**config.mk**
```make
export PLATFORM = sky130hd
export DESIGN_NAME = cla_addsub_pipe
export DESIGN_NICKNAME = d
export VERILOG_FILES = /design/src/rtl/cla_addsub_pipe.sv
export SDC_FILE = /design/constraint.sdc
export NUM_CORES = 1
export LEC_CHECK = 0
export CAP_MARGIN = 20
export CELL_PAD_IN_SITES_DETAIL_PLACEMENT = 1
export CELL_PAD_IN_SITES_GLOBAL_PLACEMENT = 1
export CORE_MARGIN = 10
export CORE_UTILIZATION = 30
export DETAILED_ROUTE_END_ITERATION = 8
export PLACE_DENSITY_LB_ADDON = 0.05
export SYNTH_ARGS = -nofsm -noshare
export SYNTH_HDL_FRONTEND = slang
export SYNTH_SLANG_ARGS = --single-unit
```
**constraint.sdc**
```tcl
create_clock -name Clk -period 2.32 [get_ports Clk]
set_input_delay 0.348 -clock Clk [delete_from_list [all_inputs] [get_ports Clk]]
set_output_delay 0.348 -clock Clk [all_outputs]
set_load 0.05 [all_outputs]
```
**src/rtl/cla_addsub_pipe.sv**
```systemverilog
// cla_addsub_pipe: two-stage pipelined carry-lookahead adder/subtractor.
// Stage 1 registers operands, per-group (P,G) and the group carry-ins from a
// group-level lookahead chain. Stage 2 ripples carries inside each group,
// forms the sum and the word flags.
// Optional build macro: CLA_SAT_EN (saturate S on signed overflow).

// Per-group propagate/generate reduction.
module cla_grp_pg #(
  parameter int GROUP = 4
) (
  input  logic [GROUP-1:0] i_p,
  input  logic [GROUP-1:0] i_g,
  output logic             o_p,
  output logic             o_g
);
  // Group P is the AND of bit propagates; group G folds generates LSB to MSB.
  always_comb begin
    o_p = &i_p;
    o_g = 1'b0;
    for (int i = 0; i < GROUP; i++) o_g = i_g[i] | (i_p[i] & o_g);
  end
endmodule

// Intra-group carries and sum, seeded with the group carry-in.
module cla_grp_sum #(
  parameter int GROUP = 4
) (
  input  logic [GROUP-1:0] i_a,
  input  logic [GROUP-1:0] i_b,
  input  logic             i_c,
  output logic [GROUP-1:0] o_s
);
  logic [GROUP-1:0] w_p, w_g, w_c;

  // Bit carries inside the group; the group carry-out comes from stage 1.
  always_comb begin
    w_p    = i_a ^ i_b;
    w_g    = i_a & i_b;
    w_c    = '0;
    w_c[0] = i_c;
    for (int i = 1; i < GROUP; i++) w_c[i] = w_g[i-1] | (w_p[i-1] & w_c[i-1]);
    o_s    = w_p ^ w_c;
  end
endmodule

module cla_addsub_pipe #(
  parameter int WIDTH = 16,
  parameter int GROUP = 4
) (
  input  logic             Clk,
  input  logic             Reset_n,
  input  logic [WIDTH-1:0] A,
  input  logic [WIDTH-1:0] B,
  input  logic             Sub,
  input  logic             Cin,
  input  logic             in_valid,
  output logic             in_ready,
  output logic [WIDTH-1:0] S,
  output logic             Cout,
  output logic             Ovf,
  output logic             Pout,
  output logic             Gout,
  output logic             out_valid,
  input  logic             out_ready
);
  localparam int NG = WIDTH / GROUP;

  if (GROUP < 1 || (WIDTH % GROUP) != 0) begin : g_bad_cfg
    $error("cla_addsub_pipe: WIDTH must be a non-zero multiple of GROUP");
  end

  // ---------------- operand prep + stage 1 lookahead ----------------
  logic [NG-1:0][GROUP-1:0] w_a, w_beff, w_p, w_g;
  logic [NG-1:0]            w_gp, w_gg;
  logic [NG:0]              w_c;
  logic                     w_c0;

  assign w_a    = A;
  assign w_beff = Sub ? ~B : B;
  assign w_c0   = Cin ^ Sub;
  assign w_p    = w_a ^ w_beff;
  assign w_g    = w_a & w_beff;

  for (genvar k = 0; k < NG; k++) begin : g_pg
    cla_grp_pg #(.GROUP(GROUP)) u_pg (
      .i_p (w_p[k]),
      .i_g (w_g[k]),
      .o_p (w_gp[k]),
      .o_g (w_gg[k])
    );
  end

  // Group-level lookahead: carry into each group from the group (P,G) pairs.
  always_comb begin
    w_c    = '0;
    w_c[0] = w_c0;
    for (int k = 0; k < NG; k++) w_c[k+1] = w_gg[k] | (w_gp[k] & w_c[k]);
  end

  // ---------------- handshake ----------------
  logic [2:1] r_vld_pipe;
  logic       w_adv1, w_adv2;

  assign w_adv2    = !r_vld_pipe[2] | out_ready;
  assign w_adv1    = !r_vld_pipe[1] | w_adv2;
  assign in_ready  = w_adv1;
  assign out_valid = r_vld_pipe[2];

  // Valid shift register; a stalled stage 2 also holds stage 1.
  always_ff @(posedge Clk) begin
    if (!Reset_n) begin
      r_vld_pipe <= '0;
    end else begin
      if (w_adv1) r_vld_pipe[1] <= in_valid;
      if (w_adv2) r_vld_pipe[2] <= r_vld_pipe[1];
    end
  end

  // ---------------- stage 1 registers ----------------
  logic [NG-1:0][GROUP-1:0] r1_a, r1_b;
  logic [NG-1:0]            r1_gp, r1_gg;
  logic [NG:0]              r1_c;

  // Capture operands and group lookahead results on accept.
  always_ff @(posedge Clk) begin
    if (!Reset_n) begin
      r1_a  <= '0;
      r1_b  <= '0;
      r1_gp <= '0;
      r1_gg <= '0;
      r1_c  <= '0;
    end else if (w_adv1 && in_valid) begin
      r1_a  <= w_a;
      r1_b  <= w_beff;
      r1_gp <= w_gp;
      r1_gg <= w_gg;
      r1_c  <= w_c;
    end
  end

  // ---------------- stage 2 sum + flags ----------------
  logic [NG-1:0][GROUP-1:0] w_s;
  logic [WIDTH-1:0]         w_sum, w_a_flat, w_b_flat, w_s_fin;
  logic                     w_ovf, w_gw;

  for (genvar k = 0; k < NG; k++) begin : g_sum
    cla_grp_sum #(.GROUP(GROUP)) u_sum (
      .i_a (r1_a[k]),
      .i_b (r1_b[k]),
      .i_c (r1_c[k]),
      .o_s (w_s[k])
    );
  end

  assign w_sum    = w_s;
  assign w_a_flat = r1_a;
  assign w_b_flat = r1_b;
  // Carry into the MSB is recovered as sum ^ propagate at that bit.
  assign w_ovf    = r1_c[NG] ^ (w_sum[WIDTH-1] ^ w_a_flat[WIDTH-1] ^ w_b_flat[WIDTH-1]);

  // Word generate: group lookahead with a zero carry-in.
  always_comb begin
    w_gw = 1'b0;
    for (int k = 0; k < NG; k++) w_gw = r1_gg[k] | (r1_gp[k] & w_gw);
  end

`ifdef CLA_SAT_EN
  // Clamp toward the sign of A when the raw sum overflows.
  assign w_s_fin = !w_ovf ? w_sum :
                   w_a_flat[WIDTH-1] ? {1'b1, {(WIDTH-1){1'b0}}} : {1'b0, {(WIDTH-1){1'b1}}};
`else
  assign w_s_fin = w_sum;
`endif

  logic [WIDTH-1:0] r2_s;
  logic             r2_cout, r2_ovf, r2_pout, r2_gout;

  // Result registers advance only when the consumer side can move.
  always_ff @(posedge Clk) begin
    if (!Reset_n) begin
      r2_s    <= '0;
      r2_cout <= 1'b0;
      r2_ovf  <= 1'b0;
      r2_pout <= 1'b0;
      r2_gout <= 1'b0;
    end else if (w_adv2 && r_vld_pipe[1]) begin
      r2_s    <= w_s_fin;
      r2_cout <= r1_c[NG];
      r2_ovf  <= w_ovf;
      r2_pout <= &r1_gp;
      r2_gout <= w_gw;
    end
  end

  assign S    = r2_s;
  assign Cout = r2_cout;
  assign Ovf  = r2_ovf;
  assign Pout = r2_pout;
  assign Gout = r2_gout;
endmodule

```
Word-level counts from Yosys, hierarchy flattened --
Cells that the tools add are included.
Storage, ports and cells: bits in registers 67, bits of input ports 38
Operators by class: muxes and demuxes 1, bitwise operators 83, reductions and logical operators 9
Operator list (number):
- OR 1 bit | 33
- XOR 4 bit | 8
- AND 1 bit | 31
- AND reduction 4 bit | 5
- AND 16 bit | 1
- 2-to-1 mux 16 bit | 1
- inverter 16 bit | 1
- XOR 16 bit | 1
- AND 3 bit | 4
- XOR 1 bit | 4
- logical AND 1 bit | 2
- zero test 1 bit | 2

Logic depth before layout (Yosys ltp) --
depth in word-level cells 16, depth in mapped cells 9, gate-level depth less buffers 9

Hierarchy --
A second synthesis with hierarchy kept.
Unflattened totals: cell total of the unflattened synthesis 395, area, all modules 3308.2 µm²
Modules (own cells, without submodules):
- cla_addsub_pipe | instances 1, cells each 335, area an instance 2792.7 µm², sequential area each 1341.3 µm²
- cla_grp_sum | instances 4, cells each 9, area an instance 102.6 µm², sequential area each 0.0 µm²
- cla_grp_pg | instances 4, cells each 6, area an instance 26.3 µm², sequential area each 0.0 µm²

Least setup slack after synthesis --
Ideal clock, no wire load.
kind reg-to-reg, from register r_vld_pipe[2] (netlist name), to register r1_c[2], library setup time 122 ps, data arrival time 1980 ps, data required time 2198 ps, path slack 218 ps, cell stages (with the launch flop) 7, period minus slack after synthesis 2102 ps, cells stage by stage dfxtp_1 > nand3b_1 > and2_1 > clkbuf_2 > buf_2 > o21ai_0 > a21oi_1
Between the ends: cells in the longest elaborated chain, start to end 4
RTL lines:
- start: declaration | line 101 | logic [2:1] r_vld_pipe;
- zero test 1 bit | line 104 | assign w_adv2 = !r_vld_pipe[2] | out_ready;
- OR 1 bit | line 104
- OR 1 bit | line 105 | assign w_adv1 = !r_vld_pipe[1] | w_adv2;
- via in_ready | line 57 | output logic in_ready,
- logical AND 1 bit | line 132 | end else if (w_adv1 && in_valid) begin
- end signal: assignment | line 137 | r1_c <= w_c;
- end: declaration | line 122 | logic [NG:0] r1_c;
The timed path passes the listed nets, and every way through them passes these cells. A chain may end at the register's enable or synchronous reset.

==> impl_metrics.env <==
export IMPL_synthesis_area_mm2=0.00320
export IMPL_grt_pass1_wl_mm=14.5
export IMPL_synth_nets=445
export IMPL_synth_seq_cells=67
export IMPL_hold_viol_final=0
export IMPL_routed_via_density=4.52
export IMPL_finalCritPeriodShare=0.910
export IMPL_setup_viol=0
export IMPL_crit_chain="clkdlybuf4s50_1 -> buf_12 -> xor2_1 -> ha_1 -> a21oi_1 -> o221ai_2 -> a21oi_2 -> o21a_1 -> o22ai_1"
export IMPL_diodes=0
export IMPL_io_pins=60
export IMPL_core_region_area_mm2=0.0104
export IMPL_ant_nets=0
export IMPL_irDropWorstVdd_mv=0.251
export IMPL_fin_nets=524
export IMPL_drt_initial_drc_count=82
export IMPL_endpoint="r1_c[4]$_SDFFE_PN0P_"
export IMPL_clock_latency_ps=330
export IMPL_path_class="in -> reg"
export IMPL_cts_tree="yes"
export IMPL_clkSinkCount=67
export IMPL_hold_slack_ps=453
export IMPL_h_tree_depth=3
export IMPL_gp_congestion=0.806
export IMPL_yosysMostFrequentCell="nand2_1"
export IMPL_routedWlPerCell_um=14.5
export IMPL_chipWidth_um=123
export IMPL_worstPathRequired_ps=2530
export IMPL_antenna_found_initial=0
export IMPL_wl_mm=8.68
export IMPL_fin_crit_ps=2110
export IMPL_post_route_drc_count=0
export IMPL_r2r_cells=9
export IMPL_leakagePower_uw=0.00178
export IMPL_rsz0062_at_grt="false"
export IMPL_die_y_um=123
export IMPL_firstDrtPassIters=4
export IMPL_postSynthAreaPerCell_um2=8.44
export IMPL_syn_to_final_growth_pct=37.3
export IMPL_r2r_end="S[11]$_SDFFE_PN0P_"
export IMPL_hold_buffers=0
export IMPL_yosys_most_used_dff="dfxtp_1"
export IMPL_cts_root_buf="clkbuf_8"
export IMPL_hpwlAfterDp_mm=6.69
export IMPL_syn_inst=379
export IMPL_synth_cell_types=28
export IMPL_grt_max_degree=42
export IMPL_powerDensity_mw_per_mm2=740
export IMPL_wl_met3_um=365
export IMPL_dr_max_layer_used="met4"
export IMPL_drv_slew=0
export IMPL_cpMaxStageDelayCell="clkdlybuf4s50_1"
export IMPL_max_clock_freq_mhz=474
export IMPL_portBuffers=59
export IMPL_fin_worst_skew_ps=5.81
export IMPL_fillers=1261
export IMPL_drive_gt1_frac=0.110
export IMPL_start_util=0.309
export IMPL_clk_pin_slew_ps=80
export IMPL_wl_met2_mm=3.91
export IMPL_tns_ps=0
export IMPL_grt_usage=0.120
export IMPL_crit_start="Sub"
export IMPL_yosys_warnings=0
export IMPL_slew_headroom=0.623
export IMPL_start_kind="input pin"
export IMPL_synth_edf_count=0
export IMPL_grt_remaining_overflow=0
export IMPL_crit_path_max_fanout=13
export IMPL_ys_seq_area_frac=0.419
export IMPL_worstHoldPathType="reg -> reg"
export IMPL_rr_startpoint="r1_c[2]$_SDFFE_PN0P_"
export IMPL_arrival_ps=2320
export IMPL_status="finished, final reports clean"
export IMPL_cts_made_buffers=9
export IMPL_maxCapViolCount=0
export IMPL_rrSetupSlack_ps=230
export IMPL_cp_end_kind="register"
export IMPL_clk_path_buf_depth=2
export IMPL_synth_area_top_cells="dfxtp_1 42%, nand2_1 8.0%, fa_1 7.5%"
export IMPL_tightest_slew_ps=564
export IMPL_rows=37
export IMPL_vias=2708
export IMPL_yosysTopAreaCellShare=0.419
export IMPL_die_area_mm2=0.0152
export IMPL_wl_met1_mm=4.30
export IMPL_async_flop_share=0
export IMPL_grt_pass1_vias=2912
export IMPL_power_uw=3250
export IMPL_yosys_area_top_type="dfxtp_1"
export IMPL_synth_top_cells_by_count="68 x nand2_1, 67 x dfxtp_1, 52 x nor2_1"
export IMPL_max_stage_delay_ps=500
export IMPL_cts_setup_buffers=0
[routing by layer]
layer | GRT usage | up-vias
met5 | 0 | -
met4 | 0.0393 | 0
met3 | 0.0264 | 8
met2 | 0.193 | 43
met1 | 0.156 | 1259
li1 | - | 1398
[metrics by stage]
step | instance area, um^2 | cells | utilization | worst slack, ps
2_1_floorplan | 3200 | 379 | - | 218
3_3_place_gp | 4130 | 583 | 0.398 | -128
3_5_place_dp | 4130 | 583 | 0.398 | -221
4_1_cts | 4390 | 599 | 0.424 | 146
5_1_grt | 4400 | 599 | 0.424 | 24.3
6_report | 4400 | 599 | 0.424 | 208
[power breakdown]
part / internal, uW / total (uW) / switching (uW)
clock network: 828 / 1290 / 466
registers: 1230 / 1280 / 47.6
logic: 310 / 680 / 371
total: 2370 / 3250 / 884
[sequential cells by signal (all words and copies together) (netlist names), 2 cells and up]
signal and cells:
S 16, r1_a 16, r1_b 16, r1_c 5, r1_gg 4, r1_gp 4, r_vld_pipe 2
[area by class of cell]
cell class,instances,area [um^2],share of cell area
Clock buffer,10,128,0.0290
Inverter,19,71.3,0.0162
Sequential cell,67,1340,0.305
Clock inverter,6,138,0.0313
Multi-Input combinational cell,271,1680,0.381
Timing Repair Buffer,90,871,0.198
Tap cell,136,170,0.0387
[repair_timing]
action	CTS	global route
gates resized for setup	0	1
endpoints found under the hold margin	0	0
endpoints found under the setup margin	0	2
[worst max-delay path, delay by kind of cell]
family / cells / cell delay (ps)
compound gates: 5 / 790
buf+inv: 2 / 670
fa+ha+maj: 1 / 300
xor+xnor: 1 / 210
[cell usage in the layout (no fill, tap or decap), drive strengths merged, types with 3 or more instances in the layout]
| master | instances |
|---|---|
| nand2 | 68 |
| dfxtp | 67 |
| clkdlybuf4s50 | 58 |
| nor2 | 52 |
| a21oi | 47 |
| buf | 32 |
| inv | 19 |
| xor2 | 16 |
| ha | 16 |
| nor3 | 14 |
| a211oi | 13 |
| fa | 12 |
| xnor2 | 10 |
| clkbuf | 10 |
| o21ai | 9 |
| nand4 | 4 |
| bufinv | 4 |
| and2 | 3 |
[logic make-up (layout without fill, tap and decap cells)]
group                      Yosys count  in the layout  share of synthesized area
AOI/OAI and AO/OA                   72             72                      0.127
xor gates and xnor gates            26             26                     0.0735
adders and majority gates           28             28                      0.138
buffers and inverters               41            125                     0.0582
DFF                                 67             67                      0.419
and+or+nand+nor                    145            145                      0.185
[worst min path at each step]
stage                               from              endpoint  slack (ps)  depth (start not counted)
CTS                   S[15]$_SDFFE_PN0P_    S[15]$_SDFFE_PN0P_         460                          2
floorplan           r1_a[0]$_SDFFE_PN0P_  r1_a[0]$_SDFFE_PN0P_         440                          2
detailed placement    S[15]$_SDFFE_PN0P_    S[15]$_SDFFE_PN0P_         450                          2
finish                S[15]$_SDFFE_PN0P_    S[15]$_SDFFE_PN0P_         450                          2
global placement      S[11]$_SDFFE_PN0P_    S[11]$_SDFFE_PN0P_         440                          2
global route          S[15]$_SDFFE_PN0P_    S[15]$_SDFFE_PN0P_         460                          2
(Power assumes the default switching activity.)
